### src/rtl/code_loader_if.sv
// Byte-stream input and code-RAM write port of the program loader.
interface code_loader_if #(
  parameter int ADDR_SIZE = 18,
  parameter int WORD_SIZE = 18
);
  logic [7:0]           rx_data;
  logic                 rx_valid;
  logic                 rx_ready;
  logic                 code_write_enable;
  logic [ADDR_SIZE-1:0] code_write_addr;
  logic [WORD_SIZE-1:0] code_write_data;

  // byte source / code RAM side
  modport master (
    output rx_data, rx_valid,
    input  rx_ready, code_write_enable, code_write_addr, code_write_data
  );

  // loader side
  modport slave (
    input  rx_data, rx_valid,
    output rx_ready, code_write_enable, code_write_addr, code_write_data
  );
endinterface

### src/rtl/code_loader.sv
// Program loader: parses A5 / len16 / 3-byte words / xor-checksum frames,
// writes each word into code RAM and holds the core in reset until a
// frame with a matching checksum has been fully written.
module code_loader #(
  parameter int ADDR_SIZE = 18,
  parameter int WORD_SIZE = 18
) (
  input  logic          clock,
  input  logic          reset,
  code_loader_if.slave  bus,
  output logic          cpu_reset,
  output logic          load_done,
  output logic          load_error
);

  typedef enum logic [3:0] {
    S_IDLE, S_LEN_HI, S_LEN_LO, S_B0, S_B1, S_B2,
    S_WRITE, S_CHECK, S_DONE, S_ERROR
  } state_t;

  localparam logic [7:0] HEADER = 8'hA5;

  state_t               state, state_nx;
  logic                 accept;
  logic [7:0]           len_hi;
  logic [15:0]          remaining;
  logic [ADDR_SIZE-1:0] addr_cnt;
  logic [7:0]           acc;
  logic [1:0]           b0;
  logic [7:0]           b1;
  logic [ADDR_SIZE-1:0] wr_addr;
  logic [WORD_SIZE-1:0] wr_data;

  assign accept                = bus.rx_valid && bus.rx_ready;
  // WRITE is the only cycle with no byte slot; all status flags decode state.
  assign bus.rx_ready          = (state != S_WRITE);
  assign bus.code_write_enable = (state == S_WRITE);
  assign bus.code_write_addr   = wr_addr;
  assign bus.code_write_data   = wr_data;
  assign cpu_reset             = (state != S_DONE);
  assign load_done             = (state == S_DONE);
  assign load_error            = (state == S_ERROR);

  // State register.
  always_ff @(posedge clock) begin
    if (reset) state <= S_IDLE;
    else       state <= state_nx;
  end

  // Next-state: frame parser; only advances on accepted bytes except WRITE.
  always_comb begin
    state_nx = state;
    case (state)
      S_IDLE, S_DONE, S_ERROR:
        if (accept && bus.rx_data == HEADER) state_nx = S_LEN_HI;
      S_LEN_HI: if (accept) state_nx = S_LEN_LO;
      S_LEN_LO:
        if (accept) state_nx = ({len_hi, bus.rx_data} == 16'd0) ? S_CHECK : S_B0;
      S_B0:     if (accept) state_nx = S_B1;
      S_B1:     if (accept) state_nx = S_B2;
      S_B2:     if (accept) state_nx = S_WRITE;
      // remaining still holds the pre-decrement count here
      S_WRITE:  state_nx = (remaining == 16'd1) ? S_CHECK : S_B0;
      S_CHECK:
        if (accept) state_nx = (bus.rx_data == acc) ? S_DONE : S_ERROR;
      default:  state_nx = S_IDLE;
    endcase
  end

  // Datapath: length, checksum accumulator, word assembly, address counter.
  always_ff @(posedge clock) begin
    if (reset) begin
      len_hi    <= '0;
      remaining <= '0;
      addr_cnt  <= '0;
      acc       <= '0;
      b0        <= '0;
      b1        <= '0;
      wr_addr   <= '0;
      wr_data   <= '0;
    end else begin
      case (state)
        S_IDLE, S_DONE, S_ERROR:
          if (accept && bus.rx_data == HEADER) begin
            acc      <= '0;
            addr_cnt <= '0;
          end
        S_LEN_HI:
          if (accept) begin
            len_hi <= bus.rx_data;
            acc    <= acc ^ bus.rx_data;
          end
        S_LEN_LO:
          if (accept) begin
            remaining <= {len_hi, bus.rx_data};
            acc       <= acc ^ bus.rx_data;
          end
        S_B0:
          if (accept) begin
            b0  <= bus.rx_data[1:0];
            acc <= acc ^ bus.rx_data;
          end
        S_B1:
          if (accept) begin
            b1  <= bus.rx_data;
            acc <= acc ^ bus.rx_data;
          end
        // address/data are registered on the b2 edge so they are stable
        // for the whole WRITE strobe cycle
        S_B2:
          if (accept) begin
            acc     <= acc ^ bus.rx_data;
            wr_addr <= addr_cnt;
            wr_data <= WORD_SIZE'({b0, b1, bus.rx_data});
          end
        S_WRITE: begin
          addr_cnt  <= addr_cnt + 1'b1;
          remaining <= remaining - 16'd1;
        end
        default: ;
      endcase
    end
  end

endmodule

### src/flat_wrapper.sv
// flat-port wrapper written by rule: the top's interface ports become plain ports
module code_loader_flat 
#(
  parameter int ADDR_SIZE = 18,
  parameter int WORD_SIZE = 18
)
  (clock, reset, cpu_reset, load_done, load_error, bus_rx_data, bus_rx_valid, bus_rx_ready, bus_code_write_enable, bus_code_write_addr, bus_code_write_data);
  code_loader_if #(.ADDR_SIZE(ADDR_SIZE), .WORD_SIZE(WORD_SIZE)) bus_i ();
  input  logic clock;
  input  logic reset;
  output logic cpu_reset;
  output logic load_done;
  output logic load_error;
  input wire logic [$bits(bus_i.rx_data)-1:0] bus_rx_data;
  input wire logic [$bits(bus_i.rx_valid)-1:0] bus_rx_valid;
  output wire logic [$bits(bus_i.rx_ready)-1:0] bus_rx_ready;
  output wire logic [$bits(bus_i.code_write_enable)-1:0] bus_code_write_enable;
  output wire logic [$bits(bus_i.code_write_addr)-1:0] bus_code_write_addr;
  output wire logic [$bits(bus_i.code_write_data)-1:0] bus_code_write_data;
  assign bus_i.rx_data = bus_rx_data;
  assign bus_i.rx_valid = bus_rx_valid;
  assign bus_rx_ready = bus_i.rx_ready;
  assign bus_code_write_enable = bus_i.code_write_enable;
  assign bus_code_write_addr = bus_i.code_write_addr;
  assign bus_code_write_data = bus_i.code_write_data;
  code_loader #(.ADDR_SIZE(ADDR_SIZE), .WORD_SIZE(WORD_SIZE)) u_core (.clock(clock), .reset(reset), .bus(bus_i), .cpu_reset(cpu_reset), .load_done(load_done), .load_error(load_error));
endmodule
### config.mk
export PLATFORM = sky130hd
export DESIGN_NAME = code_loader_flat
export DESIGN_NICKNAME = d
export VERILOG_FILES = /design/src/rtl/code_loader_if.sv /design/src/rtl/code_loader.sv /design/src/flat_wrapper.sv
export SDC_FILE = /design/constraint.sdc
export NUM_CORES = 1
export LEC_CHECK = 0
export BUFFER_PORTS_ARGS = -buffer_cell sky130_fd_sc_hd__buf_2
export CAP_MARGIN = 40
export CORE_MARGIN = 2
export CORE_UTILIZATION = 47
export DETAILED_ROUTE_END_ITERATION = 10
export PLACE_DENSITY = 0.69
export SETUP_SLACK_MARGIN = 0.4
export SYNTH_ARGS = -nofsm -noshare
export SYNTH_HDL_FRONTEND = slang
export SYNTH_SLANG_ARGS = --single-unit
### constraint.sdc
create_clock -name clock -period 2 [get_ports clock]
set_input_delay 0.2 -clock clock [delete_from_list [all_inputs] [get_ports clock]]
set_output_delay 0.2 -clock clock [all_outputs]
set_load 0.03 [all_outputs]
## Word-level counts from Yosys, hierarchy flattened

Cells that the tools add are included.

| cells by class | value |
|---|---|
| add/sub/neg operators | 2 |
| equality and inequality tests | 22 |
| multiplexer cells | 18 |
| bitwise gates (word level) | 1 |
| reductions and logical operators | 17 |

Operators with widths:

| operator | number |
|---|---|
| $pmux W18 S2 | 1 |
| $pmux W16 S2 | 1 |
| $pmux W4 S8 | 1 |
| $mux W4 | 7 |
| $add A18 B1 Y18 const B | 1 |
| $mux W18 | 1 |
| $eq A16 B1 Y1 const B | 1 |
| $eq A4 B3 Y1 const B | 4 |
| $logic_not A16 Y1 | 1 |
| $mux W16 | 1 |
| $mux W8 | 2 |
| $ne A2 B1 Y1 const B | 8 |
| $pmux W8 S2 | 1 |
| $sub A16 B1 Y16 const B | 1 |
| $reduce_and A2 Y1 | 6 |
| $eq A4 B2 Y1 const B | 2 |
| $eq A4 B4 Y1 const B | 2 |
| $eq A8 B8 Y1 | 1 |
| $eq A8 B8 Y1 const B | 1 |
| $xor A8 B8 Y8 | 1 |
| $reduce_and A7 Y1 | 1 |
| $mux W3 | 2 |
| $reduce_bool A2 Y1 | 3 |
| $reduce_or A5 Y1 | 1 |
| 8 further kinds | 9 |

| word-level totals | value |
|---|---|
| register bits | 100 |
| bits of input ports | 11 |
| output and inout bits | 41 |
| logic and storage cells | 69 |

## Logic depth before layout (Yosys ltp)

| depth | value |
|---|---|
| depth after elaboration | 5 |
| depth in mapped cells | 7 |
| gate-level depth less buffers | 7 |

## Least setup slack after synthesis

No wires, ideal clock.

| timing path | value |
|---|---|
| path type | register -> register |
| start | reg u_core.remaining[0] |
| end | reg u_core.remaining[10] |
| library setup time | 0.132 ns |
| data arrival time | 1.764 ns |
| data required time | 1.868 ns |
| slack | 0.103 ns |
| stages on the path, launching flop included | 8 |
| path buffers | 0 |
| clock period less this slack | 1.897 ns |
| path through | dfxtp_1 inv_1 ha_1 or3b_2 nor4b_4 a21oi_1 o21ai_0 a21oi_1 |

| on the way | value |
|---|---|
| longest elaborated chain between the ends | 2 |

Ends and longest elaborated chain:

| what | line | source |
|---|---|---|
| from (decl) | code_loader.sv:26 | `logic [15:0] remaining;` |
| from (signal assigned) | code_loader.sv:95 | `remaining <= {len_hi, bus.rx_data};` |
| from (signal assigned) | code_loader.sv:118 | `remaining <= remaining - 16'd1;` |
| $sub A16 B1 Y16 | code_loader.sv:118 |  |
| $pmux W16 S2 | code_loader.sv:82 | `case (state)` |

Every way passes these cells.
A chain may end at the register's enable or synchronous reset.

## Worst setup path in the final report

| timing path | value |
|---|---|
| start | reg u_core.remaining[11] |
| end | reg u_core.remaining[15] |

The elaborated chain is that of the path after synthesis.

==> key figures <==
GRT
  – Vias in the first global route: 4001
  – Aggregate global-route resource usage: 22.86%
  – Met1 Resource Use GR: 30.20%
  – Grt ovf: 0
  – First-pass GRT wire length: 19.29 mm
  – Pin count of the biggest net entering global routing: 37
  – M3 GR Usage: 3.593%
  – Grt met2 use: 38.71%
  – Initial antenna violation count: 0
  – Busiest grt layer: met2

Detailed routing
  – Via density: 5.986
  – DR iter-0 viols: 416
  – Final wirelength: 16.21 mm
  – Pre-Repair DR Iteration Count: 5
  – Post-route ant nets: 0
  – WL/cell: 19.29 microns
  – Via Count: 5028
  – DRC viols: 0

Cells and area
  – Layout area overhead: 45.08%
  – Fillers: 742
  – Fin cells: 840
  – Layout cells sized above 1: 41.16%
  – Antenna cell count: 0
  – Net count, final: 717
  – Most frequent cells in the layout: dfxtp_1, nand2_1, nor2_1, buf_4, buf_2
  – Commonest non-fill, non-tap cell in the layout: dfxtp_1

Die
  – Die area: 0.01063 sq mm
  – Die Y-Extent: 103.1 microns
  – Chip width: 103.1 microns
  – Io pins: 52
  – Total core area: 0.009639 sq mm
  – Std cell rows: 36
  – Initial Util: 47.91%

Logic synthesis
  – Ys Warns: 0
  – Syn_area_per_cell: 8.018 sq um
  – Number of flops mapped to enable cells by yosys: 0
  – Mapped Cells: 576
  – Mapped Area: 0.004618 sq mm
  – Top_reg_cell synth: dfxtp_1
  – Sequential area share after synthesis: 43.35%
  – Yosys cell types: 62
  – Seq cells post-synth: 100
  – Syn Nets: 590
  – Asr flop ratio synth: 0%

Placed design
  – DP HPWL: 7.988 mm
  – Placer Congestion: 0.9162
  – Cells after DPL: 751
  – Place WS: 0.1367 ns
  – PortBufs: 51

STA
  – Final setup TNS: 0 ns
  – Fin. max-slew vios: 0
  – Final period util: 92.84%
  – Fmax: 538.6 MHz
  – Final setup fails: 0
  – Minimum clock period: 1.857 ns
  – RSZ-0062 raised after global routing: yes
  – Setup Skew: 0.01315 ns
  – Setup slack after layout: 0.1432 ns
  – Hold Vio Cnt, Final: 0
  – Hold Slack: 0.1962 ns
  – Slew HR: 69.15%
  – Tightest Pin Transition: 0.4616 ns

Power
  – Worst vdd ir: 0.0004278 V
  – Overall power: 3.298 mW
  – Power Internal: 2.498 mW
  – Net Sw Power: 0.8008 mW
  – Switching part of the total power: 24.28%
  – Flop pwr share: 59.9%
  – Comb power frac: 4.1%
  – Lkg Pwr: 2.665 nW
  – Power per cell area: 492.3 mW/mm^2
  – Clock power share: 36.0%

Critical path
  – CP arrival: 2.12 ns
  – Critical Path RT: 2.26 ns
  – Kind of critical path: reg2reg
  – CP startpoint: u_core.remaining[11]$_SDFFE_PP0P_
  – Beginning of the worst register-to-register path: u_core.remaining[11]$_SDFFE_PP0P_
  – Crit path to: u_core.remaining[15]$_SDFFE_PP0P_
  – CP max FO: 4
  – Crit end category: flip-flop
  – Worst reg-to-reg setup slack: 0.14 ns
  – Endpoint of the worst-slack reg-to-reg timing path: u_core.remaining[15]$_SDFFE_PP0P_
  – Worst Setup Start Kind: flip-flop
  – Reg2reg path depth: 5

Clock network
  – Root Driver: clkbuf_8
  – CTS Buffer Depth: 2
  – CTS tree: built
  – Clock sink count: 100
  – Num CTS Buffers: 9
  – CTS H-tree depth: 3
  – CTS clk-pin slew, worst paths: 0.10 ns
  – Worst skew pair latency: 0.35 ns
  – Hold-fix buffers, CTS: 0

Flow run
  – Max_cap viols: 0

Hold path
  – Worst hold path type: in2reg

Status
  – Run status: complete, no violations
[flip-flops by register name (all words and copies together), names as in the netlist]
name                        flops
u_core.bus.code_write_addr     18
u_core.len_hi                   8
u_core.addr_cnt                18
u_core.bus.code_write_data     18
u_core.b1                       8
u_core.b0                       2
u_core.acc                      8
u_core.state                    4
u_core.remaining               16
[metrics by stage]
stage,util (%),area [sq um]
3_5_place_dp,53.78,5184
6_report,69.51,6700
3_3_place_gp,53.78,5184
5_1_grt,69.51,6700
4_1_cts,58.53,5642
2_1_floorplan,-,4717
[logic make-up after synthesis]
| group | share of synthesized area, % |
|---|---|
| AOI/OAI and AO/OA | 17.88 |
| xor gates and xnor gates | 0.5691 |
| adders and majority gates | 0.8129 |
| buffers and inverters | 4.497 |
| DFF | 43.35 |
| muxes | 4.389 |
| and+or+nand+nor | 28.50 |
[synth_stat cells, types with 3 or more instances]
cell type  instances  share of area (%)
o21ai_0           41                4.4
nor4_1             7               0.95
or2_2              4               0.54
nor3_1            15                1.6
and2_1             4               0.54
inv_1             17                1.4
buf_2              9               0.98
nand3b_1           3               0.49
dfxtp_1          100                 43
mux2i_1           18                3.9
nor2_1            62                5.0
nand3_1           10                1.1
nor2b_1           14                1.9
or4_1              9                1.5
a211oi_1           4               0.65
nand4_1            5               0.68
o311ai_0           3               0.57
a21oi_1           60                6.5
buf_1              4               0.33
or3_1              5               0.68
a311oi_1           5               0.95
ha_1               3               0.81
and3_1             3               0.41
nand2_1           98                8.0
clkbuf_1          20                1.6
[what timing repair did]
item	in CTS	in global routing
pin swaps	11	63
resized for setup	46	162
endpoints found under the setup margin	92	78
cloned	2	15
setup buffers	17	40
[critical path: stages, from the launching register on]
cell and delay, ns:
dfxtp_2 0.35, or4_4 0.56, or4_4 0.43, o21ai_1 0.13, a21oi_1 0.08, a311oi_1 0.22
[final cells by class]
type	instances	area [sq um]	share of cell area (%)
Multi-Input combinational cell	431	2987	44.58
Sequential cell	100	2049	30.59
Timing Repair Buffer	143	1245	18.58
Tap cell	133	166.4	2.484
Clock buffer	10	137.6	2.054
Inverter	18	77.57	1.158
Clock inverter	5	37.54	0.5602
[worst min-delay path by stage]
stage                                                      startpoint                                     endpoint  cells after the start  slack, ns
after global placement     u_core.bus.code_write_addr[9]$_SDFFE_PP0P_   u_core.bus.code_write_addr[9]$_SDFFE_PP0P_                      2       0.44
after detailed placement  u_core.bus.code_write_addr[12]$_SDFFE_PP0P_  u_core.bus.code_write_addr[12]$_SDFFE_PP0P_                      2       0.44
after global routing                                   bus_rx_data[7]   u_core.bus.code_write_data[7]$_SDFFE_PP0P_                      3       0.21
after CTS                                              bus_rx_data[7]   u_core.bus.code_write_data[7]$_SDFFE_PP0P_                      3       0.18
after floorplan                                        bus_rx_data[1]   u_core.bus.code_write_data[1]$_SDFFE_PP0P_                      2       0.34
final                                                  bus_rx_data[7]   u_core.bus.code_write_data[7]$_SDFFE_PP0P_                      3       0.20
[power groups by stage]
stage / Sequential [mW] / Combinational (mW) / Clock (mW)
6_report: 1.98 / 0.134 / 1.19
3_5_place_dp: 2.04 / 0.116 / 0
5_1_grt: 1.98 / 0.142 / 1.28
2_1_floorplan: 2.04 / 0.0593 / 0
4_1_cts: 1.98 / 0.118 / 1.20
3_3_place_gp: 2.04 / 0.115 / 0
[layer usage]
layer  part of all wire, %  vias up  routed length, microns
met4                   3.3        0                     539
met1                    40     2363                    6423
li1                      -     2306                       -
met2                    49      307                    7940
met5                     0        -                       0
met3                   8.0       52                    1302
Power figures use the tool's default switching activity.
